**src/rtl/div_pkg.sv**
```systemverilog
// Shared types and constants for the sequential divider.
// Holds the FSM state encoding, default width and divide-by-zero quotient.
package div_pkg;

    localparam int DIV_WIDTH = 32;

    // Quotient returned when the divisor is zero.
    localparam logic [DIV_WIDTH-1:0] DIV_ZERO_QUOT = '1;

    typedef enum logic [1:0] {
        IDLE = 2'd0,
        CALC = 2'd1,
        FIX  = 2'd2,
        DONE = 2'd3
    } div_state_e;

endpackage

```
**src/rtl/seq_divider32_if.sv**
```systemverilog
// Operand/result handshake bundle for seq_divider32.
// master: operand producer and result consumer; slave: the divider.
interface seq_divider32_if
    import div_pkg::*;
#(
    parameter int WIDTH = DIV_WIDTH
);

    logic             in_valid;
    logic             in_ready;
    logic             signed_op;
    logic [WIDTH-1:0] dividend;
    logic [WIDTH-1:0] divisor;
    logic             out_valid;
    logic             out_ready;
    logic [WIDTH-1:0] quotient;
    logic [WIDTH-1:0] remainder;
    logic             div_by_zero;

    modport master (
        output in_valid, signed_op, dividend, divisor, out_ready,
        input  in_ready, out_valid, quotient, remainder, div_by_zero
    );

    modport slave (
        input  in_valid, signed_op, dividend, divisor, out_ready,
        output in_ready, out_valid, quotient, remainder, div_by_zero
    );

endinterface

```
**src/rtl/div_addsub.sv**
```systemverilog
// Combinational W-bit adder/subtractor shared by the divider iterations.
// Ports: a_i, b_i operands; sub_i 1 = a-b, 0 = a+b; sum_o result.
module div_addsub #(
    parameter int W = 33
) (
    input  logic [W-1:0] a_i,
    input  logic [W-1:0] b_i,
    input  logic         sub_i,
    output logic [W-1:0] sum_o
);

    // Subtraction as a + ~b + 1 so one carry chain serves both.
    assign sum_o = a_i + (b_i ^ {W{sub_i}}) + {{(W-1){1'b0}}, sub_i};

endmodule

```
**src/rtl/seq_divider32.sv**
```systemverilog
// Iterative radix-2 non-restoring signed/unsigned integer divider.
// Ports: clk, rst (async, active high); bus: operand in / result out handshake.
module seq_divider32
    import div_pkg::*;
#(
    parameter int WIDTH = DIV_WIDTH
) (
    input  logic                  clk,
    input  logic                  rst,
    seq_divider32_if.slave        bus
);

    localparam int CW = $clog2(WIDTH);
    localparam logic [CW-1:0] LAST = CW'(WIDTH - 1);

    div_state_e       state_q, state_d;
    logic [CW-1:0]    cnt_q, cnt_d;
    logic [WIDTH:0]   r_q, r_d;
    logic [WIDTH-1:0] q_q, q_d;
    logic [WIDTH-1:0] d_q, d_d;
    logic             qneg_q, qneg_d;
    logic             rneg_q, rneg_d;
    logic [WIDTH-1:0] quot_q, quot_d;
    logic [WIDTH-1:0] rem_q, rem_d;
    logic             dbz_q, dbz_d;

    logic             a_neg, b_neg;
    logic [WIDTH-1:0] a_abs, b_abs;
    logic [WIDTH:0]   shifted;
    logic [WIDTH:0]   add_a, add_sum;
    logic             add_sub;
    logic [WIDTH-1:0] rem_mag;

    assign a_neg = bus.signed_op & bus.dividend[WIDTH-1];
    assign b_neg = bus.signed_op & bus.divisor[WIDTH-1];
    assign a_abs = a_neg ? -bus.dividend : bus.dividend;
    assign b_abs = b_neg ? -bus.divisor : bus.divisor;

    // Next dividend bit enters the partial remainder from the top of Q.
    assign shifted = {r_q[WIDTH-1:0], q_q[WIDTH-1]};

    // CALC: subtract while R is non-negative, else add back.
    // FIX: always add, used only when R ended negative.
    assign add_a   = (state_q == FIX) ? r_q : shifted;
    assign add_sub = (state_q == CALC) & ~r_q[WIDTH];

    div_addsub #(.W(WIDTH + 1)) u_addsub (
        .a_i   (add_a),
        .b_i   ({1'b0, d_q}),
        .sub_i (add_sub),
        .sum_o (add_sum)
    );

    assign rem_mag = r_q[WIDTH] ? add_sum[WIDTH-1:0] : r_q[WIDTH-1:0];

    always_comb begin
        state_d = state_q;
        cnt_d   = cnt_q;
        r_d     = r_q;
        q_d     = q_q;
        d_d     = d_q;
        qneg_d  = qneg_q;
        rneg_d  = rneg_q;
        quot_d  = quot_q;
        rem_d   = rem_q;
        dbz_d   = dbz_q;
        unique case (state_q)
            IDLE: begin
                if (bus.in_valid) begin
                    if (bus.divisor == '0) begin
                        quot_d  = '1;
                        rem_d   = bus.dividend;
                        dbz_d   = 1'b1;
                        state_d = DONE;
                    end else begin
                        q_d     = a_abs;
                        d_d     = b_abs;
                        r_d     = '0;
                        cnt_d   = '0;
                        qneg_d  = a_neg ^ b_neg;
                        rneg_d  = a_neg;
                        state_d = CALC;
                    end
                end
            end
            CALC: begin
                r_d   = add_sum;
                q_d   = {q_q[WIDTH-2:0], ~add_sum[WIDTH]};
                cnt_d = cnt_q + CW'(1);
                if (cnt_q == LAST) begin
                    state_d = FIX;
                end
            end
            FIX: begin
                quot_d  = qneg_q ? -q_q : q_q;
                rem_d   = (rneg_q && rem_mag != '0) ? -rem_mag : rem_mag;
                dbz_d   = 1'b0;
                state_d = DONE;
            end
            DONE: begin
                if (bus.out_ready) begin
                    state_d = IDLE;
                end
            end
        endcase
    end

    always_ff @(posedge clk or posedge rst) begin
        if (rst) begin
            state_q <= IDLE;
            cnt_q   <= '0;
            r_q     <= '0;
            q_q     <= '0;
            d_q     <= '0;
            qneg_q  <= 1'b0;
            rneg_q  <= 1'b0;
            quot_q  <= '0;
            rem_q   <= '0;
            dbz_q   <= 1'b0;
        end else begin
            state_q <= state_d;
            cnt_q   <= cnt_d;
            r_q     <= r_d;
            q_q     <= q_d;
            d_q     <= d_d;
            qneg_q  <= qneg_d;
            rneg_q  <= rneg_d;
            quot_q  <= quot_d;
            rem_q   <= rem_d;
            dbz_q   <= dbz_d;
        end
    end

    assign bus.in_ready    = (state_q == IDLE);
    assign bus.out_valid   = (state_q == DONE);
    assign bus.quotient    = quot_q;
    assign bus.remainder   = rem_q;
    assign bus.div_by_zero = dbz_q;

endmodule

```
**src/flat_wrapper.sv**
```systemverilog
// flat-port wrapper written by rule: the top's interface ports become plain ports
module seq_divider32_flat import div_pkg::*;
#(
    parameter int WIDTH = DIV_WIDTH
)
  (clk, rst, bus_in_valid, bus_signed_op, bus_dividend, bus_divisor, bus_out_ready, bus_in_ready, bus_out_valid, bus_quotient, bus_remainder, bus_div_by_zero);
  seq_divider32_if #(.WIDTH(WIDTH)) bus_i ();
  input  logic clk;
  input  logic rst;
  input wire logic [$bits(bus_i.in_valid)-1:0] bus_in_valid;
  input wire logic [$bits(bus_i.signed_op)-1:0] bus_signed_op;
  input wire logic [$bits(bus_i.dividend)-1:0] bus_dividend;
  input wire logic [$bits(bus_i.divisor)-1:0] bus_divisor;
  input wire logic [$bits(bus_i.out_ready)-1:0] bus_out_ready;
  output wire logic [$bits(bus_i.in_ready)-1:0] bus_in_ready;
  output wire logic [$bits(bus_i.out_valid)-1:0] bus_out_valid;
  output wire logic [$bits(bus_i.quotient)-1:0] bus_quotient;
  output wire logic [$bits(bus_i.remainder)-1:0] bus_remainder;
  output wire logic [$bits(bus_i.div_by_zero)-1:0] bus_div_by_zero;
  assign bus_i.in_valid = bus_in_valid;
  assign bus_i.signed_op = bus_signed_op;
  assign bus_i.dividend = bus_dividend;
  assign bus_i.divisor = bus_divisor;
  assign bus_i.out_ready = bus_out_ready;
  assign bus_in_ready = bus_i.in_ready;
  assign bus_out_valid = bus_i.out_valid;
  assign bus_quotient = bus_i.quotient;
  assign bus_remainder = bus_i.remainder;
  assign bus_div_by_zero = bus_i.div_by_zero;
  seq_divider32 #(.WIDTH(WIDTH)) u_core (.clk(clk), .rst(rst), .bus(bus_i));
endmodule
```
**config.mk**
```make
export PLATFORM = sky130hd
export DESIGN_NAME = seq_divider32_flat
export DESIGN_NICKNAME = d
export VERILOG_FILES = /design/src/rtl/div_pkg.sv /design/src/rtl/seq_divider32_if.sv /design/src/rtl/div_addsub.sv /design/src/rtl/seq_divider32.sv /design/src/flat_wrapper.sv
export SDC_FILE = /design/constraint.sdc
export NUM_CORES = 1
export LEC_CHECK = 0
export BUFFER_PORTS_ARGS = -buffer_cell sky130_fd_sc_hd__buf_2
export CAP_MARGIN = 20
export CORE_ASPECT_RATIO = 0.9
export CORE_MARGIN = 2
export CORE_UTILIZATION = 54
export CTS_CLUSTER_DIAMETER = 30
export DETAILED_ROUTE_END_ITERATION = 12
export PLACE_DENSITY = 0.74
export SETUP_SLACK_MARGIN = 0.1
export SYNTH_ARGS = -nofsm -noshare
export SYNTH_HDL_FRONTEND = slang
export SYNTH_SLANG_ARGS = --single-unit
```
**constraint.sdc**
```tcl
create_clock -name clk -period 6.9 [get_ports clk]
set_input_delay 0.69 -clock clk [delete_from_list [all_inputs] [get_ports clk]]
set_output_delay 0.69 -clock clk [all_outputs]
set_load 0.02 [all_outputs]
```
==> metrics.yaml <==
sta:
  fin_crit_ns: 6.11
  rsz0062_at_grt: "no"
  tns_ns: 0
  fmax_mhz: 164
  hold_viol: 0
  skew_ns: 0.00921
  relSlewSlack: 0.257
  worst_pin_slew_ns: 1.11
  fin_crit_sh: 0.885
  slew_viol_final: 0
  setup_viol: 0
floorplanning:
  num_rows: 54
  io_pins: 136
  die_area_um2: 26000
  die_height_um: 153
  initial_core_util: 0.550
  core_area_um2: 24300
  die_w_um: 170
critical_path:
  cp.arrival_ns: 6.46
  endpoint_kind: "register"
  worst-path-buf-inv: 2
  crit_family: "compound AO/OA/AOI/OAI gates"
  cp_slowest_cell: "a21oi_1"
  r2r_setup_slack_ns: 0.79
  path_class: "register to register"
  worstPathMaxFanout: 54
  crit_required_ns: 7.25
  worstPathCellList: "inv_1 > ha_4 > mux2i_1 > mux2i_4 > inv_1 > fa_1 > and2b_1 > o211ai_1 > a21oi_1 > o211ai_1 > nand2_1 > o311ai_0 > a2111oi_0 > and3_1 > a21oi_1 > o21ai_0 > xor2_1 > a311oi_1"
  slowest_delay_ns: 0.76
  start_kind: "register"
place:
  dp_hpwl_mm: 30.8
  io_buffers: 135
  place_congestion: 0.927
global_routing:
  grt_pass1_wl_mm: 65.0
  grt_max_degree: 108
  grt_overflow: 0
  antenna_found_initial: 0
  first_global_vias: 11800
  grt_usage: 0.320
synth:
  synth_ff_type: "dfrtp_1"
  async_reset_ff_frac: 1.00
  post_synth_num_cell_types: 83
  synth_warnings: 0
  synthCells: 1669
  synth_fp_nets: 1780
  syn_area_um2: 13300
  seq_area_frac_synth: 0.321
  synth_edf_count: 0
  synth.ff_latch_count: 171
  syn_avg_cell_area_um2: 8.00
pwr:
  powerDensity_nw_per_um2: 612
  ir_drop_mv: 0.489
  p_leak_nw: 6.15
layout:
  final_cell_mix: "227 x nand2_1, 170 x dfrtp_1, 153 x o21ai_0"
  antennaDiodeCount: 0
  finish.utilization: 0.607
  syn2layout_area_growth_pct: 10.3
  mostFrequentLayoutCell: "nand2_1"
  nets: 1844
  drive_gt1_frac: 0.145
run:
  cap_viol_max_count: 0
drt:
  ant_nets: 0
  num_vias: 12800
  dr.first_iter.drc_count: 1298
  first_pass_iters: 6
  routed_wl_mm: 41.3
  routed_via_density: 6.22
  drc: 0
  detail_route.wl_per_cell_um: 20.1
cts:
  cts_buffers: 17
  hold_buffers: 0
  clkTransAtPathRegs_ns: 0.07
  h-tree-depth: 4
  root_buffer: "clkbuf_16"
  ctsResizeCount: 0
  clock_latency_ns: 0.45
  clk_path_buf_depth: 2
  post_cts_buffers: 0
  cts_sinks: 171
  cts_tree: "done"
status:
  status: "finished, final reports clean"
worst_hold_path:
  hp-class: "input pin to asynchronous set/reset pin"
sequential cells by signal, indices dropped and copies added (netlist names):
signal,flops
u_core.r_q,33
u_core.bus.quotient,32
u_core.bus.remainder,32
u_core.d_q,32
u_core.q_q,32
u_core.cnt_q,5
u_core.state_q,2
u_core.bus.div_by_zero,1
u_core.qneg_q,1
u_core.rneg_q,1
layout make-up:
class / instances / area (um2)
sequential: 171 / 4280
timing repair buffer: 148 / 793
multi-input combinational: 1361 / 8570
inverter: 34 / 133
fill: 2237 / 9530
clock buffer: 20 / 447
tap: 308 / 385
clock inverter: 12 / 114
cells by family after synthesis:
| logic type | synth area share |
|---|---|
| DFF | 0.321 |
| adders and majority gates | 0.0399 |
| xor gates and xnor gates | 0.105 |
| AOI/OAI and AO/OA | 0.238 |
| and+or+nand+nor | 0.209 |
| buffers and inverters | 0.0406 |
| muxes | 0.0472 |
metal layers:
metal / GRT usage / wire (um) / vias up
met5: 0 / 0 / -
met4: 0.107 / 1240 / 0
met3: 0.0624 / 3160 / 86
met2: 0.477 / 18000 / 472
met1: 0.466 / 18900 / 6085
li1: - / - / 6139
path summary, 6_finish.rpt:
| path | from | to | cells past startpoint |
|---|---|---|---|
| worst max-delay path | u_core.state_q[0] | u_core.bus.remainder[27] | 18 |
| worst min-delay path | rst | u_core.r_q[30] | 2 |
| worst max register to register | u_core.state_q[0] | u_core.bus.remainder[27] | 18 |
| worst min register to register | u_core.bus.remainder[9] | u_core.bus.remainder[9] | 2 |
| max in group asynchronous | rst | u_core.r_q[32] | 4 |
| min in group clk | u_core.bus.remainder[9] | u_core.bus.remainder[9] | 2 |
power by group:
part / total, mW / leakage (nW) / internal [mW] / switching (mW)
Combinational: 6.15 / 3.83 / 2.17 / 3.98
Sequential: 1.92 / 2.05 / 1.46 / 0.461
Clock: 0.950 / 0.269 / 0.510 / 0.439
Yosys cell counts, types with 4 or more instances:
library cell,count,area share
o22ai_1,9,0.0042
xor2_1,70,0.046
buf_1,11,0.0031
o21ai_1,4,0.0015
or2_2,5,0.0023
a31oi_1,36,0.017
nor3_1,39,0.015
a211oi_1,8,0.0045
a21o_1,10,0.0056
nor4_1,7,0.0033
nand3b_1,4,0.0022
buf_2,12,0.0045
o211a_1,5,0.0037
a31o_2,7,0.0046
o31ai_1,41,0.023
and2_1,10,0.0047
nand3_1,54,0.020
o211ai_1,10,0.0056
o22a_1,12,0.0079
nor2b_1,5,0.0023
clkbuf_1,76,0.021
nor2_1,143,0.040
xnor2_1,90,0.059
o41ai_1,11,0.0072
inv_1,30,0.0084
and3_1,18,0.0084
o21ai_0,153,0.057
clkinv_1,4,0.0011
ha_1,41,0.038
nand2_1,227,0.064
nand4_1,19,0.0089
nand2b_1,14,0.0066
dfrtp_1,171,0.32
or3_1,21,0.0098
mux2_2,29,0.024
o2111ai_1,5,0.0033
mux2i_1,28,0.021
a21oi_1,133,0.050
a21boi_0,4,0.0022
or4_1,15,0.0084
o21a_1,17,0.0096
per-stage QoR:
step           setup slack, ns  hold WS [ns]  power [mW]  cells  cell area, um2
6_report                 0.793         0.152        9.02   2054           14700
5_1_grt                  0.206         0.152        9.76   2054           14700
4_1_cts                  0.800         0.482        8.95   2053           14700
3_5_place_dp             0.848         0.466        7.98   2021           14100
3_3_place_gp             0.987         0.456        7.90   2021           14100
2_1_floorplan             1.58         0.445        6.38   1669           13300
(Power assumes the default switching activity.)
